## config.mk

```make
export PLATFORM = sky130hd
export DESIGN_NAME = pong_engine
export DESIGN_NICKNAME = d
export VERILOG_FILES = /design/src/rtl/pong_pkg.sv /design/src/rtl/pong_paddle.sv /design/src/rtl/pong_engine.sv
export SDC_FILE = /design/constraint.sdc
export NUM_CORES = 1
export LEC_CHECK = 0
export ABC_AREA = 1
export CAP_MARGIN = 10
export CORE_MARGIN = 4
export CORE_UTILIZATION = 64
export CTS_BUF_LIST = sky130_fd_sc_hd__clkbuf_4 sky130_fd_sc_hd__clkbuf_8
export CTS_CLUSTER_SIZE = 16
export DETAILED_ROUTE_END_ITERATION = 12
export PLACE_DENSITY = 0.9
export SYNTH_ARGS = -nofsm -noshare
export SYNTH_HDL_FRONTEND = slang
export SYNTH_HIERARCHICAL = 1
export SYNTH_SLANG_ARGS = --single-unit
```

## constraint.sdc

```tcl
create_clock -name clk -period 3.3 [get_ports clk]
set_clock_uncertainty 0.15 [all_clocks]
set_input_delay 0.66 -clock clk [delete_from_list [all_inputs] [get_ports clk]]
set_output_delay 0.66 -clock clk [all_outputs]
set_load 0.005 [all_outputs]
```

## src/rtl/pong_pkg.sv

```systemverilog
// pong_pkg: FSM state codes and readout select codes for pong_engine.
// Build with PONG_SCORE_EN defined to include score keeping and the OVER state.
package pong_pkg;

  typedef logic [1:0] state_t;

  localparam state_t ST_IDLE  = 2'd0;
  localparam state_t ST_SERVE = 2'd1;
  localparam state_t ST_PLAY  = 2'd2;
  localparam state_t ST_OVER  = 2'd3;

  localparam logic [2:0] SEL_BX   = 3'd0;
  localparam logic [2:0] SEL_BY   = 3'd1;
  localparam logic [2:0] SEL_LP   = 3'd2;
  localparam logic [2:0] SEL_RP   = 3'd3;
  localparam logic [2:0] SEL_LS   = 3'd4;
  localparam logic [2:0] SEL_RS   = 3'd5;
  localparam logic [2:0] SEL_ST   = 3'd6;
  localparam logic [2:0] SEL_ZERO = 3'd7;

endpackage

```

## src/rtl/pong_paddle.sv

```systemverilog
// pong_paddle: one paddle row register, stepped on tick and
// saturated so the whole paddle stays on the playfield.
module pong_paddle
  import pong_pkg::*;
#(
  parameter int COORD_W     = 8,
  parameter int SCREEN_H    = 187,
  parameter int PADDLE_EXT  = 5,
  parameter int PADDLE_STEP = 1
) (
  input  logic               clk,
  input  logic               rst_n,
  input  logic               tick,
  input  logic               up,
  input  logic               dn,
  output logic [COORD_W-1:0] y
);

  localparam logic [COORD_W:0] Y_LO =
    (COORD_W+1)'(PADDLE_EXT);
  localparam logic [COORD_W:0] Y_HI =
    (COORD_W+1)'(SCREEN_H - 1 - PADDLE_EXT);
  localparam logic [COORD_W:0] STEP =
    (COORD_W+1)'(PADDLE_STEP);

  logic [COORD_W:0]   yw;
  logic [COORD_W-1:0] nxt;

  assign yw = {1'b0, y};

  // one guard bit keeps the add/subtract from wrapping
  always_comb begin
    nxt = y;
    if (up && !dn)
      nxt = (yw < Y_LO + STEP) ? COORD_W'(Y_LO)
                               : COORD_W'(yw - STEP);
    else if (dn && !up)
      nxt = (yw + STEP > Y_HI) ? COORD_W'(Y_HI)
                               : COORD_W'(yw + STEP);
  end

  always_ff @(posedge clk or negedge rst_n) begin
    if (!rst_n)
      y <= COORD_W'(SCREEN_H / 2);
    else if (tick)
      y <= nxt;
  end

endmodule

```

## src/rtl/pong_engine.sv

```systemverilog
// pong_engine: ball/paddle game state machine with registered readout.
// Define PONG_SCORE_EN to keep scores and stop the game at WIN_SCORE.
module pong_engine
  import pong_pkg::*;
#(
  parameter int COORD_W     = 8,
  parameter int SCREEN_W    = 200,
  parameter int SCREEN_H    = 187,
  parameter int PADDLE_EXT  = 5,
  parameter int PADDLE_STEP = 1,
  parameter int SCORE_W     = 4,
  parameter int WIN_SCORE   = 9
) (
  input  logic               clk,
  input  logic               rst_n,
  input  logic               tick_i,
  input  logic               serve_i,
  input  logic               lp_up_i,
  input  logic               lp_dn_i,
  input  logic               rp_up_i,
  input  logic               rp_dn_i,
  input  logic [2:0]         sel_i,
  output logic [COORD_W-1:0] data_o,
  output logic [1:0]         state_o,
  output logic               point_o,
  output logic               point_side_o
);

  if (SCREEN_W > 2**COORD_W || SCREEN_H > 2**COORD_W)
    begin : g_bad_screen
      $error("pong_engine: screen does not fit COORD_W");
    end
  if (2*PADDLE_EXT + 1 >= SCREEN_H) begin : g_bad_paddle
    $error("pong_engine: paddle too tall for screen");
  end
  if (WIN_SCORE >= 2**SCORE_W || WIN_SCORE < 1)
    begin : g_bad_score
      $error("pong_engine: WIN_SCORE does not fit SCORE_W");
    end

  localparam logic [COORD_W-1:0] X_MID = COORD_W'(SCREEN_W / 2);
  localparam logic [COORD_W-1:0] Y_MID = COORD_W'(SCREEN_H / 2);
  localparam logic [COORD_W-1:0] X_MAX = COORD_W'(SCREEN_W - 1);
  localparam logic [COORD_W-1:0] Y_MAX = COORD_W'(SCREEN_H - 1);
  localparam logic [COORD_W-1:0] X_L   = COORD_W'(1);
  localparam logic [COORD_W-1:0] X_R   = COORD_W'(SCREEN_W - 2);
  localparam logic [COORD_W:0]   EXT_W = (COORD_W+1)'(PADDLE_EXT);

  state_t             state, state_n;
  logic [COORD_W-1:0] bx, by, bx_n, by_n;
  logic [COORD_W-1:0] lp_y, rp_y;
  logic               vx_neg, vy_neg, vx_n, vy_n;
  logic               serve_neg, serve_n;
  logic               pt, pt_side, win, centre;
  logic [COORD_W:0]   dl, dr;
  logic               hit_l, hit_r;
  logic [COORD_W-1:0] rd;

`ifdef PONG_SCORE_EN
  localparam logic [SCORE_W-1:0] WIN_M1 = SCORE_W'(WIN_SCORE - 1);
  logic [SCORE_W-1:0] ls_q, rs_q;
`endif

  pong_paddle #(
    .COORD_W(COORD_W), .SCREEN_H(SCREEN_H),
    .PADDLE_EXT(PADDLE_EXT), .PADDLE_STEP(PADDLE_STEP)
  ) u_lp (
    .clk(clk), .rst_n(rst_n), .tick(tick_i),
    .up(lp_up_i), .dn(lp_dn_i), .y(lp_y)
  );

  pong_paddle #(
    .COORD_W(COORD_W), .SCREEN_H(SCREEN_H),
    .PADDLE_EXT(PADDLE_EXT), .PADDLE_STEP(PADDLE_STEP)
  ) u_rp (
    .clk(clk), .rst_n(rst_n), .tick(tick_i),
    .up(rp_up_i), .dn(rp_dn_i), .y(rp_y)
  );

  assign dl = (by >= lp_y) ? {1'b0, by} - {1'b0, lp_y}
                           : {1'b0, lp_y} - {1'b0, by};
  assign dr = (by >= rp_y) ? {1'b0, by} - {1'b0, rp_y}
                           : {1'b0, rp_y} - {1'b0, by};
  assign hit_l = (bx == X_L) && vx_neg && (dl <= EXT_W);
  assign hit_r = (bx == X_R) && !vx_neg && (dr <= EXT_W);

  always_comb begin
    state_n = state;
    bx_n    = bx;
    by_n    = by;
    vx_n    = vx_neg;
    vy_n    = vy_neg;
    serve_n = serve_neg;
    pt      = 1'b0;
    pt_side = 1'b0;
    win     = 1'b0;
    centre  = 1'b0;
    case (state)
      ST_IDLE: if (serve_i) begin
        state_n = ST_PLAY;
        centre  = 1'b1;
      end
      ST_SERVE: if (serve_i) state_n = ST_PLAY;
      ST_OVER: if (serve_i) begin
        state_n = ST_SERVE;
        centre  = 1'b1;
      end
      default: if (tick_i) begin
        if (bx == '0 || bx == X_MAX) begin
          pt      = 1'b1;
          pt_side = (bx == '0);
          serve_n = pt_side;
`ifdef PONG_SCORE_EN
          win = pt_side ? (rs_q == WIN_M1) : (ls_q == WIN_M1);
`endif
          state_n = win ? ST_OVER : ST_SERVE;
          centre  = !win;
        end else begin
          vy_n = (by == '0)   ? 1'b0 :
                 (by == Y_MAX) ? 1'b1 : vy_neg;
          vx_n = hit_l ? 1'b0 : hit_r ? 1'b1 : vx_neg;
          bx_n = vx_n ? bx - COORD_W'(1) : bx + COORD_W'(1);
          by_n = vy_n ? by - COORD_W'(1) : by + COORD_W'(1);
        end
      end
    endcase
    // serve always launches toward whoever lost the last point
    if (centre) begin
      bx_n = X_MID;
      by_n = Y_MID;
      vx_n = serve_n;
      vy_n = 1'b0;
    end
  end

  always_ff @(posedge clk or negedge rst_n) begin
    if (!rst_n) begin
      state        <= ST_IDLE;
      bx           <= X_MID;
      by           <= Y_MID;
      vx_neg       <= 1'b0;
      vy_neg       <= 1'b0;
      serve_neg    <= 1'b0;
      point_o      <= 1'b0;
      point_side_o <= 1'b0;
    end else begin
      state     <= state_n;
      bx        <= bx_n;
      by        <= by_n;
      vx_neg    <= vx_n;
      vy_neg    <= vy_n;
      serve_neg <= serve_n;
      point_o   <= pt;
      if (pt) point_side_o <= pt_side;
    end
  end

`ifdef PONG_SCORE_EN
  always_ff @(posedge clk or negedge rst_n) begin
    if (!rst_n) begin
      ls_q <= '0;
      rs_q <= '0;
    end else if (state == ST_OVER && serve_i) begin
      ls_q <= '0;
      rs_q <= '0;
    end else if (pt) begin
      if (pt_side) rs_q <= rs_q + SCORE_W'(1);
      else         ls_q <= ls_q + SCORE_W'(1);
    end
  end
`endif

  always_comb begin
    rd = '0;
    unique case (1'b1)
      sel_i == SEL_BX: rd = bx;
      sel_i == SEL_BY: rd = by;
      sel_i == SEL_LP: rd = lp_y;
      sel_i == SEL_RP: rd = rp_y;
`ifdef PONG_SCORE_EN
      sel_i == SEL_LS: rd = COORD_W'(ls_q);
      sel_i == SEL_RS: rd = COORD_W'(rs_q);
`endif
      sel_i == SEL_ST: rd = COORD_W'(state);
      default:         rd = '0;
    endcase
  end

  always_ff @(posedge clk or negedge rst_n) begin
    if (!rst_n) data_o <= '0;
    else        data_o <= rd;
  end

  assign state_o = state;

endmodule
```

==> results of run 1 <==
## power breakdown
| part | internal, uW | switching, uW | leakage (uW) |
|---|---|---|---|
| clock | 226 | 206 | 0.0000581 |
| sequential | 855 | 360 | 0.000555 |
| combinational | 1630 | 2790 | 0.00263 |
| total | 2710 | 3350 | 0.00324 |
## metal layers
metal  GRT usage, %  up-vias  wire [um]
met2           51.9      330       7130
li1               -     2747          -
met4           12.1        0        609
met1           40.3     2655       6140
met3           2.84       59       1260
met5              0        -          0
## synthesized netlist by cell type, drive strengths merged (3+ instances only)
library cell    n  area (sq um)
a22oi           4          30.0
inv           140           526
nand3          73           388
xnor2           6          52.6
and2            3          21.3
a21oi          51           297
nand3b          3          22.5
nand4          20           131
o211ai          4          30.0
o2111ai         5          43.8
o22ai           4          25.0
o21bai          3          26.3
dfstp          18           473
fa              5           100
ha             54           676
buf            17           130
o21ai          25           125
clkbuf          5          20.0
nor3           12          60.1
xor2           22           193
nand2         251           990
nor2           81           334
dfrtp          29           726
## flip-flops by register name (all words and copies together) (netlist names)
signal        cells
point_o           1
state_o           2
u_lp/y            8
vy_neg            1
point_side_o      1
serve_neg         1
bx                8
data_o            8
vx_neg            1
by                8
u_rp/y            8
## cell type report
cell class / instances / area, sq um / area share (%)
well taps: 105 / 131 / 2.19
inverters: 140 / 526 / 8.77
clock buffers: 5 / 68.8 / 1.15
repair buffers: 44 / 380 / 6.35
multi-input cells: 637 / 3640 / 60.8
flip-flops and latches: 47 / 1200 / 20.0
clock inverters: 3 / 43.8 / 0.731
## critical path, cell delays in order (launching register included)
cell and delay [ns]:
dfstp_2 0.64, inv_1 0.13, ha_1 0.22, inv_1 0.12, fa_2 0.44, nand3_1 0.09
nand2_1 0.06, nor2_1 0.11, nand2_1 0.06, nor2_1 0.10, nand3_1 0.08, nand2_1 0.08
nand3_1 0.18, nand2_2 0.15, buf_4 0.15, nand3_1 0.07, nand3_1 0.09, nand2_1 0.06
## logic make-up after synthesis
logic type | count (synthesis) | share of synthesized area [%]
flops | 47 | 21.8
xor+xnor | 28 | 4.46
fa+ha+maj | 59 | 14.1
simple gates | 447 | 35.9
compound gates | 103 | 11.4
buf+inv | 162 | 12.3
## path summary, 6_finish.rpt
| kind | start | end | cells past startpoint |
|---|---|---|---|
| setup / recovery | u_rp/y[0]$_DFFE_PN1P_ | bx[4]$_DFFE_PN0P_ | 17 |
| hold / removal | rst_n | bx[4]$_DFFE_PN0P_ | 1 |
| setup reg to reg | u_rp/y[0]$_DFFE_PN1P_ | bx[4]$_DFFE_PN0P_ | 17 |
| hold reg to reg | serve_neg$_DFF_PN0_ | serve_neg$_DFF_PN0_ | 2 |
| max in group asynchronous | rst_n | u_lp/y[4]$_DFFE_PN1P_ | 2 |
| min in group clk | serve_neg$_DFF_PN0_ | serve_neg$_DFF_PN0_ | 2 |
## metrics by stage
stage | hold WS (ns) | power (uW)
2_1_floorplan | 0.214 | 4450
5_1_grt | 0.115 | 6660
3_3_place_gp | 0.316 | 5330
4_1_cts | 0.102 | 5910
3_5_place_dp | 0.340 | 5460
6_report | 0.0983 | 6060
## repair_timing
item / 4_1_cts / 5_1_grt
setup endpoints to repair: 0 / 8
setup buffers: 0 / 2
gates resized for setup: 0 / 7
hold buffers: 0 / 0
==> qor.yml, run 1 <==
clockRootBuffer: "clkbuf_8"
fin_area_sq_um: 5990
final_nets: 945
grt_setup_unrepaired: "false"
num_io_pins: 23
final_util_pct: 72.2
layout_common_cells: "nand2_1 (233), inv_1 (133), nor2_1 (73)"
crit_path_end_kind: "register"
period_needed_ns: 3.08
relSlewSlack_pct: 44.1
first_global_vias: 5376
viasPerCell: 5.90
drive_above_1_share_pct: 11.8
cts_inserted_buffers: 5
dieArea_sq_um: 10100
pre_cts_ws_ns: 0.175
area_delta_synth_final_pct: 8.94
clock_path_buffers: 2
syn-instance-count: 846
reg2reg_slack_ns: 0.22
dpl_cell_area_sq_um: 5850
rows: 33
place_inst: 971
setup_viol_count_final: 0
start_util_pct: 66.3
synth_seq_cells: 47
fin_crit_sh_pct: 93.4
cap_violations: 0
routabilityCongestion: 1.03
synth_cell_types: 47
cts_tree: "yes"
drt_wl_total_mm: 15.1
synth_seq_area_share_pct: 21.8
cp-start-kind: "register"
final.fill_count: 653
setup_tns_ns: 0
stdcell_count: 981
dpl.hpwl_mm: 12.1
clock-sinks: 47
route.detailed.drc: 0
worst_slew_pin_slew_ns: 0.832
drv_slew: 0
num_vias: 5791
dieHeight_um: 101
powerDensity_nw_per_um2: 1010
grt_max_degree: 33
crit_path_max_fanout: 8
async_flop_share_pct: 100
worstSkewPairLatency_ns: 0.31
ctsHtreeMaxLevel: 2
critPathRequiredTime_ns: 3.35
grt_use_total_pct: 30.7
syn_avg_cell_area_sq_um: 6.50
wl_per_cell_um: 15.4
grt_remaining_overflow: 0
hold_viol: 0
path_class: "reg2reg"
port_buffers: 22
drt_iter0_drc: 557
vdd_drop_max_mv: 0.579
p_leak_uw: 0.00324
dr.pass1.iters: 6
die_w_um: 101
syn_area_sq_um: 5500
synth_ff_type: "dfrtp_1"
cp.arrival_ns: 3.13
grt_pass1_wl_mm: 25.3
antenna_left: 0
syn_nets: 916
core_area_sq_um: 8300
setup_slack_ns: 0.219
max_freq_mhz: 325
synth_edf_count: 0
antenna_found_initial: 0
final_common_cell: "nand2_1"
n_antenna_cell: 0
status: "complete, no violations"
synth_warnings: 6
hp-class: "in2async"
clk_pin_slew_ns: 0.10
(Power assumes the default switching activity.)
==> inputs of run 2 (changes only) <==
--- a/config.mk
+++ b/config.mk
@@ -5,14 +5,13 @@
 export SDC_FILE = /design/constraint.sdc
 export NUM_CORES = 1
 export LEC_CHECK = 0
-export ABC_AREA = 1
 export CAP_MARGIN = 10
 export CORE_MARGIN = 4
 export CORE_UTILIZATION = 64
 export CTS_BUF_LIST = sky130_fd_sc_hd__clkbuf_4 sky130_fd_sc_hd__clkbuf_8
 export CTS_CLUSTER_SIZE = 16
 export DETAILED_ROUTE_END_ITERATION = 12
-export PLACE_DENSITY = 0.9
+export PLACE_DENSITY = 0.91
 export SYNTH_ARGS = -nofsm -noshare
 export SYNTH_HDL_FRONTEND = slang
 export SYNTH_HIERARCHICAL = 1
==> run 2 against run 1 <==
  * Highest routed layer unchanged
  * Routed wire length rose by 17%
  * The run now ends with negative setup slack left
  * Clock power shrank 14%
  * Synthesized cell count shrank 24%
  * Power up 11%
  * Critical endpoint unchanged
  * Critical path depth shrank 4
  * Flip-flop and latch count is the same
  * Setup slack worse by 0.57 ns
==> qor.yml, run 2 <==
status: "finished with violations"
violations: "negative setup slack"
num_io_pins: 23  # unchanged
critPathRequiredTime_ns: 3.34  # about the same
synth_warnings: 6  # unchanged
worstPathCellList: "ha_4 -> inv_2 -> fa_2 -> a21o_1 -> a221oi_2 -> xnor2_1 -> o311ai_2 -> nor3_2 -> a31oi_2 -> o311a_4 -> or4_4 -> and3_4 -> o22a_1"
area_delta_synth_final_pct: 27.3
final_nets: 825  # -13%
grt_remaining_overflow: 0  # unchanged
p_leak_uw: 0.00300  # -7.6%
first_global_vias: 5659  # +5.3%
yosys.area.top_type: "dfrtp_1"
syn_nets: 710  # -22%
synth_most_common_cell: "inv_1"
synth_edf_count: 0  # unchanged
clockRootBuffer: "clkbuf_8"
n_antenna_cell: 0  # unchanged
yosys-top-cells-count: "inv_1 (57), ha_1 (54), a21oi_1 (47)"
syn-instance-count: 640  # -24%
path_class: "reg2reg"
wl_per_cell_um: 20.7  # +34%
synth_top_area_share_pct: 13.7  # -2.2 points
routabilityCongestion: 0.978  # -5.2%
antenna_found_initial: 0  # unchanged
gr-usage-met3_pct: 5.73  # +2.9 points
rows: 32  # -3.0%
cts_inserted_buffers: 5  # unchanged
period_needed_ns: 3.66  # +0.574 ns
async_flop_share_pct: 100  # unchanged
max_freq_mhz: 274  # -16%
grt_max_degree: 23  # -30%
drt_iter0_drc: 537  # -3.6%
cp.arrival_ns: 3.70  # +0.57 ns
reg2reg_slack_ns: -0.36  # -0.57 ns
setup_viol_count_final: 8  # +8
crit_path_end_kind: "register"
die_w_um: 98.9  # -1.8%
dieArea_sq_um: 9780  # -3.6%
drive_above_1_share_pct: 30.4  # +19 points
ys_top_cells_by_area: "dfrtp_1 (14%), ha_1 (13%), dfstp_2 (8.9%)"
dieHeight_um: 98.9  # -1.8%
cap_violations: 0  # unchanged
crit_path_max_fanout: 4  # -4
drv_slew: 0  # unchanged
synth_ff_type: "dfrtp_1"
met1_usage_pct: 39.7  # -0.58 points
core_area_sq_um: 7890  # -5.0%
cts_tree: "yes"
grt-busiest-layer: "met2"
max_stage_delay_ns: 0.61  # -0.03 ns
fin_crit_sh_pct: 111  # +17 points
pre_cts_ws_ns: -0.446  # -0.621 ns
final_common_cell: "buf_4"
dr.pass1.iters: 5  # -1
ctsHtreeMaxLevel: 2  # unchanged
grt_setup_unrepaired: "true"
cp-start-kind: "register"
route.detailed.drc: 0  # unchanged
synth_cell_types: 89  # +89%
vdd_drop_max_mv: 0.509  # -12%
dpl.hpwl_mm: 12.3  # +1.4%
drt_wl_total_mm: 17.8  # +17%
syn_area_sq_um: 5290  # -3.9%
viasPerCell: 6.75  # +14%
cts_hold_buffers: 0  # unchanged
grt_use_total_pct: 34.0  # +3.3 points
worst_slew_pin_slew_ns: 0.586  # -0.246 ns
clock-sinks: 47  # unchanged
syn_avg_cell_area_sq_um: 8.26  # +27%
relSlewSlack_pct: 60.9  # +17 points
synth_seq_area_share_pct: 22.7  # +0.88 points
synth_seq_cells: 47  # unchanged
layout_common_cells: "buf_4 (107), inv_1 (51), ha_1 (46)"
grt_pass1_wl_mm: 27.3  # +7.6%
num_vias: 5792  # +0.017%
finalPower_uw: 6750  # +11%
port_buffers: 22  # unchanged
antenna_left: 0  # unchanged
clk_pin_slew_ns: 0.10  # about the same
setup_slack_ns: -0.355  # -0.574 ns
start_util_pct: 67.0  # +0.75 points
clock_path_buffers: 2  # unchanged
worstSkewPairLatency_ns: 0.31  # about the same
hold_viol: 0  # unchanged
powerDensity_nw_per_um2: 1000  # -0.93%
crit_slowest_cell: "dfstp_2"
hp-class: "in2async"
grt_use_met2_pct: 57.6  # +5.7 points
hold-worst-slack_ns: 0.192  # +0.0933 ns
==> run 2: what timing repair did <==
action	in CTS	in global routing
endpoints found under the setup margin	9	9
setup buffers	6	12
resized for setup	41	30
pin swaps	25	20
==> run 2: metal layers <==
layer / vias up / wire length (um) / share of wire [%]
met3: 113 / 1400 / 7.9
met5: - / 0 / 0
li1: 2558 / - / -
met2: 408 / 8700 / 49
met1: 2713 / 6590 / 37
met4: 0 / 1090 / 6.1
==> run 2: cell families (layout without fill, tap and decap cells) <==
group           after synthesis  after routing  share of synthesized area [%]
buf+inv                      89            205                           7.65
xor+xnor                     19             19                           3.15
simple gates                211            211                           20.8
flops                        47             47                           22.7
compound gates              191            191                           24.5
mux                          24             24                           6.61
fa+ha+maj                    59             59                           14.7
==> run 2: worst paths after layout <==
check                                                end                     start  cells past startpoint
worst max-delay path                   bx[4]$_DFFE_PN0P_         by[0]$_DFFE_PN1P_                     13
worst min-delay path                   by[1]$_DFFE_PN0P_                     rst_n                      1
worst max register to register         bx[4]$_DFFE_PN0P_         by[0]$_DFFE_PN1P_                     13
worst min register to register  point_side_o$_DFFE_PN0P_  point_side_o$_DFFE_PN0P_                      1
max in group asynchronous              bx[7]$_DFFE_PN0P_                     rst_n                      2
min in group clk                point_side_o$_DFFE_PN0P_  point_side_o$_DFFE_PN0P_                      1
==> run 2: cell type report <==
class                      count  area [sq um]
clock buffer                   7          83.8
tap                          102           128
sequential                    47          1200
multi-input combinational    504          3970
clock inverter                 1          5.00
timing repair buffer         138          1120
fill                         405          1160
inverter                      59           221
==> run 2: stage by stage <==
| stage | area, sq um | TNS [ns] | utilization, % | instances |
|---|---|---|---|---|
| 5_1_grt | 6730 | -3.37 | 85.3 | 858 |
| 6_report | 6730 | -2.06 | 85.3 | 858 |
| 3_5_place_dp | 6200 | -3.18 | 78.6 | 832 |
| 3_3_place_gp | 6200 | -1.65 | 78.6 | 832 |
| 4_1_cts | 6500 | -1.25 | 82.4 | 846 |
| 2_1_floorplan | 5310 | -0.659 | - | 640 |
==> run 2: worst max-delay path, delay by kind of cell (launching register included) <==
family                   cells  cell delay (ns)
adder cells (fa/ha/maj)      2             0.52
AO/OA/AOI/OAI                6             1.21
AND/OR/NAND/NOR              3             0.84
flip-flops                   1             0.61
buffers and inverters        1             0.04
XOR/XNOR                     1             0.18
==> run 2: report_power, final <==
part | leakage [uW] | internal, uW | switching (uW)
registers | 0.000569 | 812 | 243
clock network | 0.0000491 | 166 | 207
logic | 0.00238 | 2440 | 2880
